### src/rtl/riscv_pkg.sv
// Shared integer register-file constants and types used by the write-back path.
package riscv_pkg;

   localparam int XLEN     = 32;
   localparam int REG_AW   = 5;
   localparam int NUM_REGS = 32;

   typedef logic [REG_AW-1:0] reg_addr_t;

   localparam reg_addr_t REG_X0 = 5'd0;

endpackage

### src/rtl/rr_arbiter.sv
// Round-robin arbiter: the first valid requester at or after the pointer wins,
// and the pointer moves just past the winner.
module rr_arbiter #(
   parameter int NUM_REQ = 2
) (
   input  logic               clk_in,
   input  logic               rst_in,
   input  logic [NUM_REQ-1:0] valid_in,
   output logic [NUM_REQ-1:0] grant_out
);

   localparam int            PW   = $clog2(NUM_REQ);
   localparam logic [PW-1:0] LAST = PW'(NUM_REQ - 1);

   logic [PW-1:0] ptr;
   logic [PW-1:0] idx;
   logic [PW-1:0] win_idx;
   logic          found;

   // NOTE: every output gets a default before the loop, so no path can infer a latch.
   always_comb begin
      grant_out = '0;
      win_idx   = '0;
      idx       = '0;
      found     = 1'b0;
      for (int k = 0; k < NUM_REQ; k++) begin
         idx = PW'((int'(ptr) + k) % NUM_REQ);
         if (!found && valid_in[idx]) begin
            found          = 1'b1;
            win_idx        = idx;
            grant_out[idx] = 1'b1;
         end
      end
   end

   always_ff @(posedge clk_in) begin
      if (rst_in) begin
         ptr <= '0;
      end else if (found) begin
         ptr <= (win_idx == LAST) ? '0 : win_idx + 1'b1;
      end
   end

endmodule

### src/rtl/wb_port_scheduler.sv
// Round-robin sharing of the register-file write port between write-back units,
// with a one-stage commit slot and a per-register busy scoreboard for RAW stalls.
module wb_port_scheduler #(
   parameter int NUM_REQ = 2,
   parameter int XLEN    = riscv_pkg::XLEN,
   parameter int REG_AW  = riscv_pkg::REG_AW
) (
   input  logic                      clk_in,
   input  logic                      rst_in,
   input  logic [NUM_REQ-1:0]        req_valid_in,
   input  logic [NUM_REQ*REG_AW-1:0] req_addr_in,
   input  logic [NUM_REQ*XLEN-1:0]   req_data_in,
   output logic [NUM_REQ-1:0]        req_ready_out,
   input  logic                      issue_en_in,
   input  logic [REG_AW-1:0]         issue_rd_in,
   input  logic [REG_AW-1:0]         rs_1_addr_in,
   input  logic [REG_AW-1:0]         rs_2_addr_in,
   output logic                      rs_1_busy_out,
   output logic                      rs_2_busy_out,
   output logic                      wr_en_out,
   output logic [REG_AW-1:0]         rd_addr_out,
   output logic [XLEN-1:0]           rd_out
);

   import riscv_pkg::*;

   logic [NUM_REQ-1:0]  grant;
   logic                any_grant;
   logic [REG_AW-1:0]   sel_addr;
   logic [XLEN-1:0]     sel_data;
   logic [NUM_REGS-1:0] busy;

   // Nothing is granted while in reset, so no commit can be queued behind it.
   rr_arbiter #(
      .NUM_REQ (NUM_REQ)
   ) u_arbiter (
      .clk_in    (clk_in),
      .rst_in    (rst_in),
      .valid_in  (req_valid_in & {NUM_REQ{~rst_in}}),
      .grant_out (grant)
   );

   assign req_ready_out = grant;

   always_comb begin
      any_grant = 1'b0;
      sel_addr  = '0;
      sel_data  = '0;
      for (int i = 0; i < NUM_REQ; i++) begin
         if (grant[i]) begin
            any_grant = 1'b1;
            sel_addr  = req_addr_in[i*REG_AW +: REG_AW];
            sel_data  = req_data_in[i*XLEN +: XLEN];
         end
      end
   end

   // A grant to x0 still occupies the slot but never raises the write enable.
   always_ff @(posedge clk_in) begin
      if (rst_in) begin
         wr_en_out   <= 1'b0;
         rd_addr_out <= '0;
         rd_out      <= '0;
      end else begin
         wr_en_out <= any_grant && (sel_addr != REG_X0);
         if (any_grant) begin
            rd_addr_out <= sel_addr;
            rd_out      <= sel_data;
         end
      end
   end

   // NOTE: the busy bits are state that decode relies on, so the whole array is reset.
   always_ff @(posedge clk_in) begin
      if (rst_in) begin
         busy <= '0;
      end else begin
         if (wr_en_out) begin
            busy[rd_addr_out] <= 1'b0;
         end
         // NOTE: the later non-blocking write wins, so a new producer overrides a same-cycle clear.
         if (issue_en_in && (issue_rd_in != REG_X0)) begin
            busy[issue_rd_in] <= 1'b1;
         end
         busy[REG_X0] <= 1'b0;
      end
   end

   // The register file forwards a same-cycle write, so a committing register is not busy.
   assign rs_1_busy_out = busy[rs_1_addr_in] & ~(wr_en_out & (rd_addr_out == rs_1_addr_in));
   assign rs_2_busy_out = busy[rs_2_addr_in] & ~(wr_en_out & (rd_addr_out == rs_2_addr_in));

endmodule
### config.mk
export PLATFORM = sky130hd
export DESIGN_NAME = wb_port_scheduler
export DESIGN_NICKNAME = d
export VERILOG_FILES = /design/src/rtl/riscv_pkg.sv /design/src/rtl/rr_arbiter.sv /design/src/rtl/wb_port_scheduler.sv
export SDC_FILE = /design/constraint.sdc
export NUM_CORES = 1
export LEC_CHECK = 0
export ABC_AREA = 1
export BUFFER_PORTS_ARGS = -buffer_cell sky130_fd_sc_hd__clkbuf_2
export CORE_ASPECT_RATIO = 0.6
export CORE_MARGIN = 3
export CORE_UTILIZATION = 30
export DETAILED_ROUTE_END_ITERATION = 10
export PLACE_DENSITY = 0.59
export SLEW_MARGIN = 20
export SYNTH_ARGS = -nofsm -noshare
export SYNTH_HDL_FRONTEND = slang
export SYNTH_SLANG_ARGS = --single-unit
### constraint.sdc
create_clock -name clk_in -period 2.6 [get_ports clk_in]
set_input_delay 0 -clock clk_in [delete_from_list [all_inputs] [get_ports clk_in]]
set_output_delay 0 -clock clk_in [all_outputs]
set_load 0.005 [all_outputs]
======== Word-level counts from Yosys, hierarchy flattened ========
Cells that the tools add are included.
word-level totals
  register bits ........................... 71
  logic and storage cells ................. 74
cells by class
  reductions and logical operators ........ 10
  bitwise logic cells ..................... 12
  equal/unequal tests ..................... 2
  muxes and demuxes ....................... 32
  $lt $le $gt $ge ......................... 10
  $add $sub $neg .......................... 2
operators by type and width
  cell                   number
  $mux W32               5
  $and A32 B32 Y32       1
  $not A32 Y32           1
  $or A32 B32 Y32        1
  $lt A5 B6 Y1 const B   4
  $mux W1                17
  $bmux W1 S5            2
  $demux W1 S5           2
  $eq A5 B5 Y1           2
  $ge A5 B1 Y1 const B   2
  $mux W5                2
  $reduce_bool A5 Y1     2
  $logic_and A1 B1 Y1    7
  $and A1 B1 Y1          4
  $lt A1 B2 Y1 const B   2
  $mux W2                2
  $not A1 Y1             3
  $add A1 B1 Y1 const B  2
  $and A2 B2 Y2          1
  $demux W1 S1           2
  $ge A1 B1 Y1 const B   2
  $or A2 B2 Y2           1
  $logic_not A1 Y1       1

======== Longest topological paths before layout ========
Gate-level depths: netlist (run 1).
  depth after elaboration ................. 12
  mapped depth ............................ 10
  depth with buffers taken out ............ 9

======== Cells and area by module ========
A second synthesis (run 1) with hierarchy kept.
second synthesis, totals
  cell total of the unflattened synthesis .. 635
  area, all modules ....................... 3883.7 um2
modules (own cells, without submodules)
  module             area an instance (um2)  cells an instance  times used
  wb_port_scheduler  3829.9                  626                1
  rr_arbiter         53.8                    9                  1

======== Least setup slack after synthesis (run 1) ========
Ideal clock, no wire load.
  path type ............................... reg2reg
  start point ............................. register with a tool-made name
  end point ............................... register rd_out[0]
  required time ........................... 2484 ps
  path buffers ............................ 2
  arrival time ............................ 1062 ps
  slack ................................... 1422 ps
  setup time .............................. 116 ps
  cell stages (with the launch flop) ...... 10
  path through ............................ dfxtp_1 -> inv_1 -> nand2_1 -> nand3_2 -> buf_4 -> nand2_2 -> buf_6 -> nand3_1 -> o211ai_1 -> inv_1
RTL lines
  what                  line                     RTL
  to (signal assigned)  wb_port_scheduler.sv:68  rd_out <= sel_data;
  to (decl)             wb_port_scheduler.sv:22  output logic [XLEN-1:0] rd_out

==> results.py, run 1 <==
metrics = {
    "status": {
        "status": "completed",
    },
    "critical_path": {
        "critPathSlowestCell": "dlygate4sd3_1",
        "r2r_slack_ps": 250,
        "cp-end-kind": "flip-flop",
        "r2r_cells": 9,
        "crit_required_ps": 2830,
        "cp.arrival_ps": 2580,
        "path_cells": "nand2_1 > nand3_2 > inv_4 > nand2_1 > nand2_1 > dlygate4sd3_1 > nor3_1 > dlygate4sd3_1 > nand2_1",
        "critical_path.max_fanout": 38,
        "cp-start-kind": "flip-flop",
        "slowest_delay_ps": 580,
        "timing.rr.end": "wr_en_out",
        "crit_top_cell": "nand2_1",
        "crit_type": "flip-flop to flip-flop",
    },
    "power": {
        "ir_drop_uv": 252.5,
        "clkPwrFrac_pct": 44.8,
        "p_comb_share_pct": 18.5,
        "p_leak_uw": 0.002895,
        "p_sw_share_pct": 26.57,
        "switchingPower_uw": 846.1,
        "seqPwrFrac_pct": 36.7,
        "power_density_mw_per_mm2": 564.6,
        "intPower_uw": 2338,
    },
    "clock_tree": {
        "cts_max_level": 3,
        "cts-root-buf": "clkbuf_16",
        "cts_tree": "done",
        "cts_buffers": 9,
        "clock_path_buffers": 2,
        "postCtsSetupRepairBufs": 0,
        "clkSinkCount": 70,
        "clk_latency_ps": 330,
        "path_clk_slew_ps": 60,
    },
    "layout": {
        "drive_gt1_share_pct": 19.76,
        "register_area_mm2": 0.001401,
        "antenna_cells": 0,
        "area_delta_synth_final_pct": 43.44,
        "multiInputGateArea_mm2": 0.002053,
        "fill_cells": 1296,
        "nets": 914,
    },
    "place": {
        "routabilityCongestion": 0.9276,
        "numPortBuffers": 135,
        "dpl.hpwl_um": 10550,
        "place_ws_ps": 1051,
    },
    "timing": {
        "finalHoldViolCount": 0,
        "slew_headroom_pct": 52.21,
        "fin_skew_ps": 5.824,
        "tightest_slew_ps": 712.9,
        "finalCritPeriodShare_pct": 90.57,
        "drv_slew": 0,
        "setup_violations": 0,
        "period_minus_slack_ps": 2355,
        "fin_setup_tns_ps": 0,
        "setup_ws_ps": 245.2,
        "fmaxAchievable_mhz": 424.7,
        "rsz0062_at_grt": "false",
        "hold_slack_ps": 4.721,
    },
    "job": {
        "max-cap-violations": 0,
    },
    "synth": {
        "synth_nets": 733,
        "synthCells": 639,
        "ys_seq_area_share_pct": 35.65,
        "ys_seq_elements": 70,
        "synth-warning-count": 0,
        "syn_avg_cell_area_um2": 6.152,
        "ys_types": 21,
        "synth_area_mm2": 0.003931,
    },
    "floorplan": {
        "ios": 136,
        "die_area_mm2": 0.01456,
        "coreArea_mm2": 0.01241,
        "initial_core_util_pct": 31.67,
        "die_h_um": 94.67,
        "num_rows": 31,
        "die_width_um": 153.8,
    },
    "grt": {
        "grt_max_degree": 39,
        "grt_antenna_before_repair": 0,
        "grt-ovfl-total": 0,
        "gr-usage-all-layers_pct": 20.37,
        "grt_pass1_vias": 4398,
        "grt_pass1_wl_um": 23920,
    },
    "min_path": {
        "hold_end": "rd_out[3]",
        "hold_path_depth": 5,
        "holdCritStartpoint": "req_data_in[35]",
        "hold_class": "input port to flip-flop",
    },
    "routing": {
        "first_pass_iters": 5,
        "vias": 4873,
        "drt_iter0_markers": 580,
        "routed_via_density": 4.922,
        "drt-total-wl_um": 15210,
        "wl_per_cell_um": 15.36,
        "drc": 0,
        "ant_nets": 0,
    },
}
==> power by group through the flow <==
stage	Combinational (µW)	Clock, µW	Sequential [µW]
final	589	1430	1170
after global placement	472	0	1190
after floorplan	275	0	1180
after CTS	575	1440	1170
after global routing	652	1490	1170
after detailed placement	470	0	1190
==> how the worst max path moves through the flow <==
| stage | to | cells after the start |
|---|---|---|
| 5_1_grt | wr_en_out | 9 |
| 3_3_place_gp | rd_addr_out[4] | 7 |
| 6_report | wr_en_out | 9 |
| 2_1_floorplan | rd_out[0] | 9 |
| 4_1_cts | wr_en_out | 10 |
| 3_5_place_dp | rd_out[31] | 8 |
==> metal layers <==
layer	track usage, %	share of wire (%)	wire [µm]
met1	28.99	47	7085
met2	31.30	43	6601
met3	4.579	8.7	1324
met4	5.143	1.3	194
met5	0	0	0
==> sequential cells by signal (all words and copies together), names as in the netlist, named ones only <==
| signal | count |
|---|---|
| busy | 31 |
| rd_addr_out | 5 |
| rd_out | 32 |
| wr_en_out | 1 |
==> Yosys cell counts <==
library cell | n | area share [%]
a22o_1 | 2 | 0.45
nor3_2 | 3 | 0.76
nand3_2 | 2 | 0.51
buf_2 | 18 | 2.3
o21ai_0 | 38 | 4.8
inv_2 | 3 | 0.29
buf_4 | 4 | 0.76
o21ai_1 | 2 | 0.25
clkbuf_1 | 7 | 0.67
a21oi_1 | 39 | 5.0
o211ai_1 | 9 | 1.7
o22ai_1 | 4 | 0.64
nor3_1 | 10 | 1.3
o211a_1 | 1 | 0.25
buf_6 | 1 | 0.29
inv_1 | 82 | 7.8
nand3_1 | 115 | 15
nand2_2 | 1 | 0.16
dfxtp_1 | 70 | 36
nor2_1 | 18 | 1.7
nand2_1 | 210 | 20
==> final cells by class <==
| type | count | area share [%] |
|---|---|---|
| well taps | 165 | 3.661 |
| multi-input cells | 454 | 36.41 |
| clock buffers | 11 | 4.127 |
| flip-flops and latches | 70 | 24.85 |
| clock inverters | 5 | 1.908 |
| inverters | 85 | 5.747 |
| repair buffers | 200 | 23.30 |
==> kinds of logic (layout without fill, tap and decap cells) <==
kind of cell	count (synthesis)	in the layout	share of synthesized area (%)
compound gates	95	95	13.11
buf+inv	115	301	12.13
flops	70	70	35.65
simple gates	359	359	39.12
==> critical path, delay by kind of cell (launching register included) <==
kind	cells	cell delay (ps)
flip-flops	1	340
AND/OR/NAND/NOR	6	600
buffers and inverters	3	1310
==> placed cells by master (no fill, tap or decap) <==
cell type      count
o21ai_0           38
bufinv_16          3
dlygate4sd3_1     60
clkbuf_2         135
nor3_1            10
o211a_1            1
o22ai_1            4
clkbuf_1           2
o211ai_1           9
inv_1             82
nor3_2             3
buf_4              5
nand2_1          210
inv_2              1
a22o_1             2
nand3_2            2
clkbuf_16          9
inv_4              2
dfxtp_1           70
o21ai_1            2
nand2_2            1
a21oi_1           39
nor2_1            18
nand3_1          115
clkinv_4           2
==> per-stage QoR <==
step	total power, µW	instances	area (µm²)	util (%)
finish	3184	990	5639	45.43
global route	3312	990	5639	45.43
CTS	3184	990	5634	45.39
floorplan	1457	639	3931	-
detailed placement	1662	914	4693	37.81
global placement	1666	914	4693	37.81
==> timing repair <==
item	in CTS	in global routing
setup endpoints to repair	0	1
hold buffers	60	0
endpoints found under the hold margin	32	0
gates resized for setup	0	4
Note: power is estimated with default switching activity, not from simulation.
==> run 2, diff against run 1 <==
--- a/config.mk
+++ b/config.mk
@@ -11,4 +11,5 @@
 export CORE_MARGIN = 3
 export CORE_UTILIZATION = 30
+export CTS_BUF_LIST = sky130_fd_sc_hd__clkbuf_2
 export DETAILED_ROUTE_END_ITERATION = 10
 export PLACE_DENSITY = 0.59
==> constraint.sdc (replaced) <==
create_clock -name clk_in -period 2.6 [get_ports clk_in]
set_input_delay 0.26 -clock clk_in [delete_from_list [all_inputs] [get_ports clk_in]]
set_output_delay 0.26 -clock clk_in [all_outputs]
set_load 0.005 [all_outputs]
==> run 2 against run 1 <==
Die area unchanged; register-to-register slack better by 20 ps; combinational power is essentially flat; via count shrank 0.78%; critical path type is now input port to flip-flop; critical endpoint is now rd_out[16].
==> results.py, run 2 (synthesis results as in run 1) <==
metrics = {
    "critical_path": {
        "path_cells": "dlygate4sd3_1 > clkbuf_2 > nand2_1 > nand3_2 > inv_4 > nand2_1 > nand3_1 > dlygate4sd3_1 > nand2_1 > dlygate4sd3_1 > inv_1",
        "cp-end-kind": "flip-flop",
        "timing.rr.end": "rd_out[16]",
        "crit_required_ps": 3080,
        "critPathSlowestCell": "dlygate4sd3_1",
        "slowest_delay_ps": 550,
        "crit_cells": 11,
        "crit_type": "input port to flip-flop",
        "worst-path-buf-inv": 6,
        "cp.arrival_ps": 2830,
        "r2r_cells": 9,
        "critical_path.max_fanout": 38,
        "crit_family": "buffers and inverters",
        "r2r_slack_ps": 270,
        "cp-start-kind": "input port",
    },
    "layout": {
        "antenna_cells": 0,
        "fill_cells": 1317,
        "area_delta_synth_final_pct": 37.49,
        "top_regs": "rd_out (32), busy (31), rd_addr_out (5)",
        "layout_common_cells": "210 x nand2_1, 144 x clkbuf_2, 115 x nand3_1",
        "nets": 911,
        "largest_register_ffs": 32,
        "regMostFlops": "rd_out",
        "layout_commonest_cell": "nand2_1",
        "fin_cells": 987,
        "drive_gt1_share_pct": 20.19,
    },
    "grt": {
        "grt_max_degree": 39,
        "gr-usage-all-layers_pct": 20.16,
        "grt_pass1_vias": 4446,
        "grt-ovfl-total": 0,
        "grt_antenna_before_repair": 0,
        "grt_pass1_wl_um": 23360,
    },
    "clock_tree": {
        "path_clk_slew_ps": 200,
        "cts_tree": "done",
        "cts_buffers": 9,
        "clkSinkCount": 70,
        "clk_latency_ps": 530,
        "clock_path_buffers": 2,
        "cts_max_level": 3,
        "cts-root-buf": "clkbuf_2",
    },
    "min_path": {
        "holdCritStartpoint": "req_data_in[23]",
        "hold_path_depth": 5,
        "hold_class": "input port to flip-flop",
        "hold_end": "rd_out[23]",
    },
    "power": {
        "p_leak_uw": 0.002790,
        "switchingPower_uw": 776.7,
        "intPower_uw": 1712,
        "power_density_mw_per_mm2": 460.5,
        "seqPwrFrac_pct": 46.6,
        "p_sw_share_pct": 31.20,
        "p_comb_share_pct": 23.8,
        "ir_drop_uv": 233.3,
        "clkPwrFrac_pct": 29.6,
    },
    "timing": {
        "fin_skew_ps": 38.33,
        "slew_headroom_pct": 53.02,
        "fmaxAchievable_mhz": 425.8,
        "drv_slew": 0,
        "setup_violations": 0,
        "finalHoldViolCount": 0,
        "rsz0062_at_grt": "false",
        "tightest_slew_ps": 700.9,
        "finalCritPeriodShare_pct": 90.32,
        "fin_setup_tns_ps": 0,
        "hold_slack_ps": 60.30,
        "period_minus_slack_ps": 2348,
    },
    "routing": {
        "wl_per_cell_um": 15.04,
        "ant_nets": 0,
        "first_pass_iters": 5,
        "drt-total-wl_um": 14850,
        "drc": 0,
        "drt_iter0_markers": 367,
        "routed_via_density": 4.899,
        "vias": 4835,
    },
    "floorplan": {
        "die_area_mm2": 0.01456,
        "coreArea_mm2": 0.01241,
        "die_width_um": 153.8,
        "ios": 136,
        "initial_core_util_pct": 31.67,
        "die_h_um": 94.67,
        "num_rows": 31,
    },
    "status": {
        "status": "completed",
    },
    "place": {
        "placed_cells": 916,
        "routabilityCongestion": 0.9597,
        "numPortBuffers": 135,
        "dpl.hpwl_um": 10700,
    },
    "job": {
        "max-cap-violations": 0,
    },
}
run 2: changes by cell type in the layout (fill, tap and decap cells not counted), moves of 2 or more:
cell / previous run / this run
clkbuf_16: 9 / 0
clkbuf_2: 135 / 144
clkinvlp_4: 0 / 2
buf_4: 5 / 7
dlygate4sd3_1: 60 / 55
clkbuf_1: 2 / 0
run 2: per-stage QoR:
| step | worst slack [ps] | utilization (%) | total power (µW) | area [µm²] |
|---|---|---|---|---|
| 3_5_place_dp | 787.2 | 37.93 | 1668 | 4708 |
| 6_report | 251.7 | 43.55 | 2489 | 5405 |
| 5_1_grt | 29.36 | 43.55 | 2626 | 5405 |
| 3_3_place_gp | 817.3 | 37.93 | 1668 | 4708 |
| 2_1_floorplan | 1398 | - | 1457 | 3931 |
| 4_1_cts | 106.2 | 43.51 | 2504 | 5400 |
run 2: cell type report:
| type | instances | area (µm²) | share of cell area (%) |
|---|---|---|---|
| multi-input cells | 454 | 2053 | 37.99 |
| flip-flops and latches | 70 | 1401 | 25.93 |
| repair buffers | 197 | 1279 | 23.66 |
| inverters | 85 | 324.1 | 5.995 |
| well taps | 165 | 206.4 | 3.819 |
| clock inverters | 7 | 96.34 | 1.782 |
| clock buffers | 9 | 45.04 | 0.8333 |
run 2: metal layers:
metal	vias up	share of wire (%)	global-route usage (%)
met5	-	0	0
met4	0	1.8	6.539
met3	25	8.8	5.815
met2	189	42	29.37
met1	2204	47	28.62
li1	2417	-	-
run 2: worst register-to-register path: stages, from the launching register on:
cell,delay [ps]
dfxtp_1,390
nand2_1,80
nand3_2,90
buf_4,330
nand3_1,130
nand3_1,80
dlygate4sd3_1,550
nand2_1,50
dlygate4sd3_1,550
inv_1,50
run 2: how the worst max path moves through the flow:
stage / from / end / slack (ps)
4_1_cts: flip-flop / rd_out[16] / 110
5_1_grt: flip-flop / rd_out[16] / 30
3_3_place_gp: rs_2_addr_in[0] / rs_2_busy_out / 820
6_report: req_valid_in[0] / rd_out[16] / 250
3_5_place_dp: rs_1_addr_in[0] / rs_1_busy_out / 790
2_1_floorplan: rd_addr_out[2] / rs_1_busy_out / 1400
run 2: what timing repair did:
action,CTS,global route
setup endpoints to repair,0,2
hold endpoints to repair,27,0
buffers inserted,0,0
hold buffers,55,0
resized for setup,0,4
run 2: power groups by stage:
stage | Combinational (µW) | Clock (µW) | Sequential, µW
2_1_floorplan | 275 | 0 | 1180
3_3_place_gp | 487 | 0 | 1180
3_5_place_dp | 487 | 0 | 1180
4_1_cts | 583 | 761 | 1160
5_1_grt | 660 | 797 | 1170
6_report | 591 | 737 | 1160
==> run 3, diff against run 2 <==
Settings changed: CTS_BUF_LIST sky130_fd_sc_hd__clkbuf_2 to unset.
==> run 3 against run 2 <==
Sequential power about the same; largest cell class unchanged; cell area decreased by 6.8%; via count decreased by 5.5%; clock power increased by 82%; register-to-register slack improved by 810 ps; highest routed layer unchanged; count of clock-buffer cells in the layout increased by 1; wire length decreased by 4.5%; fmax increased by 21%; global-route usage decreased by 1.1 points; non-clock buffer count decreased by 55; clock skew decreased by 31 ps.
==> results.py, run 3 (synthesis results as in run 1) <==
metrics = {
    "timing": {
        "tightest_slew_ps": 692.2,
        "fmaxAchievable_mhz": 513.3,
        "hold_slack_ps": 209.1,
        "fin_setup_tns_ps": 0,
        "slew_headroom_pct": 53.60,
        "fin_skew_ps": 7.604,
        "drv_slew": 0,
        "period_minus_slack_ps": 1948,
        "finalHoldViolCount": 0,
        "rsz0062_at_grt": "false",
        "setup_violations": 0,
        "finalCritPeriodShare_pct": 74.93,
    },
    "critical_path": {
        "critical_path.max_fanout": 8,
        "critPathLaunch": "rd_addr_out[3]",
        "cp.arrival_ps": 1690,
        "r2r_slack_ps": 1080,
        "cp-end-kind": "output port",
        "endpoint": "rs_1_busy_out",
        "timing.rr.end": "rd_out[1]",
        "crit_type": "flip-flop to output port",
        "crit_required_ps": 2340,
        "r2r_cells": 6,
        "cp-start-kind": "flip-flop",
    },
    "clock_tree": {
        "cts_max_level": 3,
        "clkSinkCount": 70,
        "cts-root-buf": "clkbuf_16",
        "cts_hold_buf": 0,
        "path_clk_slew_ps": 60,
        "postCtsSetupRepairBufs": 0,
        "cts-resized-gates": 0,
        "cts_buffers": 9,
        "clk_latency_ps": 330,
        "clock_path_buffers": 2,
        "cts_tree": "done",
    },
    "min_path": {
        "hold_class": "input port to flip-flop",
    },
    "routing": {
        "first_pass_iters": 5,
        "ant_nets": 0,
        "wl_per_cell_um": 15.21,
        "drt_iter0_markers": 436,
        "routed_via_density": 4.900,
        "drt-total-wl_um": 14180,
        "vias": 4567,
        "drc": 0,
    },
    "layout": {
        "top_regs": "rd_out (32), busy (31), rd_addr_out (5)",
        "fill_cells": 1353,
        "layout_common_cells": "210 x nand2_1, 135 x clkbuf_2, 115 x nand3_1",
        "regMostFlops": "rd_out",
        "antenna_cells": 0,
        "nets": 856,
        "final_util_pct": 40.60,
        "drive_gt1_share_pct": 21.77,
        "area_delta_synth_final_pct": 28.20,
        "fin_cells": 932,
        "largest_register_ffs": 32,
        "layout_commonest_cell": "nand2_1",
    },
    "grt": {
        "grt_pass1_wl_um": 21920,
        "grt_pass1_vias": 3995,
        "grt_max_degree": 39,
        "grt-ovfl-total": 0,
        "grt_antenna_before_repair": 0,
        "gr-usage-all-layers_pct": 19.03,
    },
    "place": {
        "placed_cells": 916,
        "routabilityCongestion": 0.9597,
        "dpl.hpwl_um": 10700,
        "numPortBuffers": 135,
    },
    "status": {
        "status": "completed",
    },
    "power": {
        "ir_drop_uv": 293.2,
        "power_density_mw_per_mm2": 593.6,
        "p_leak_uw": 0.002607,
    },
    "floorplan": {
        "die_h_um": 94.67,
        "ios": 136,
        "die_area_mm2": 0.01456,
        "coreArea_mm2": 0.01241,
        "num_rows": 31,
        "die_width_um": 153.8,
        "initial_core_util_pct": 31.67,
    },
    "job": {
        "max-cap-violations": 0,
    },
}
[run 3: routing by layer]
metal	wire length (µm)	up-vias	track usage (%)	share of wire, %
li1	-	2305	-	-
met1	7002	2072	28.48	49
met2	5812	173	26.49	41
met3	1181	17	5.815	8.3
met4	184	0	4.188	1.3
met5	0	-	0	0
[run 3: worst min path at each step]
| stage | from | to | slack [ps] | cells after the start |
|---|---|---|---|---|
| 6_report | req_valid_in[0] | flip-flop | 210 | 2 |
| 5_1_grt | req_valid_in[0] | flip-flop | 210 | 2 |
| 4_1_cts | req_valid_in[0] | flip-flop | 200 | 2 |
| 3_5_place_dp | busy[10] | busy[10] | 470 | 2 |
| 3_3_place_gp | busy[14] | busy[14] | 470 | 2 |
| 2_1_floorplan | rst_in | busy[8] | 330 | 1 |
[run 3: area by class of cell]
class                   count  area [µm²]  area share (%)
well taps                 165       206.4           4.096
inverters                  85       319.1           6.331
repair buffers            142       728.2           14.45
clock buffers              10       239.0           4.742
clock inverters             6       92.59           1.837
flip-flops and latches     70        1401           27.81
multi-input cells         454        2053           40.74
[run 3: worst max-delay path: stages (launching register included)]
cell,delay (ps)
dfxtp_1,560
inv_1,260
nand2_1,110
a21oi_1,60
nand3_1,90
nand2_1,50
nor2_1,100
clkbuf_2,130
[run 3: per-stage QoR]
step | instance area (µm²) | setup slack, ps | power (µW)
floorplan | 3931 | 1398 | 1457
global placement | 4708 | 817.3 | 1668
detailed placement | 4708 | 787.2 | 1668
CTS | 5040 | 655.8 | 3018
global route | 5040 | 536.0 | 3127
finish | 5040 | 651.9 | 2991
[run 3: where the power goes]
part	leakage (µW)	internal [µW]	switching (µW)	total (µW)
Sequential	0.000571	1120	34.7	1160
Combinational	0.00188	187	301	489
Clock	0.000155	870	474	1340
Total	0.00261	2180	810	2990
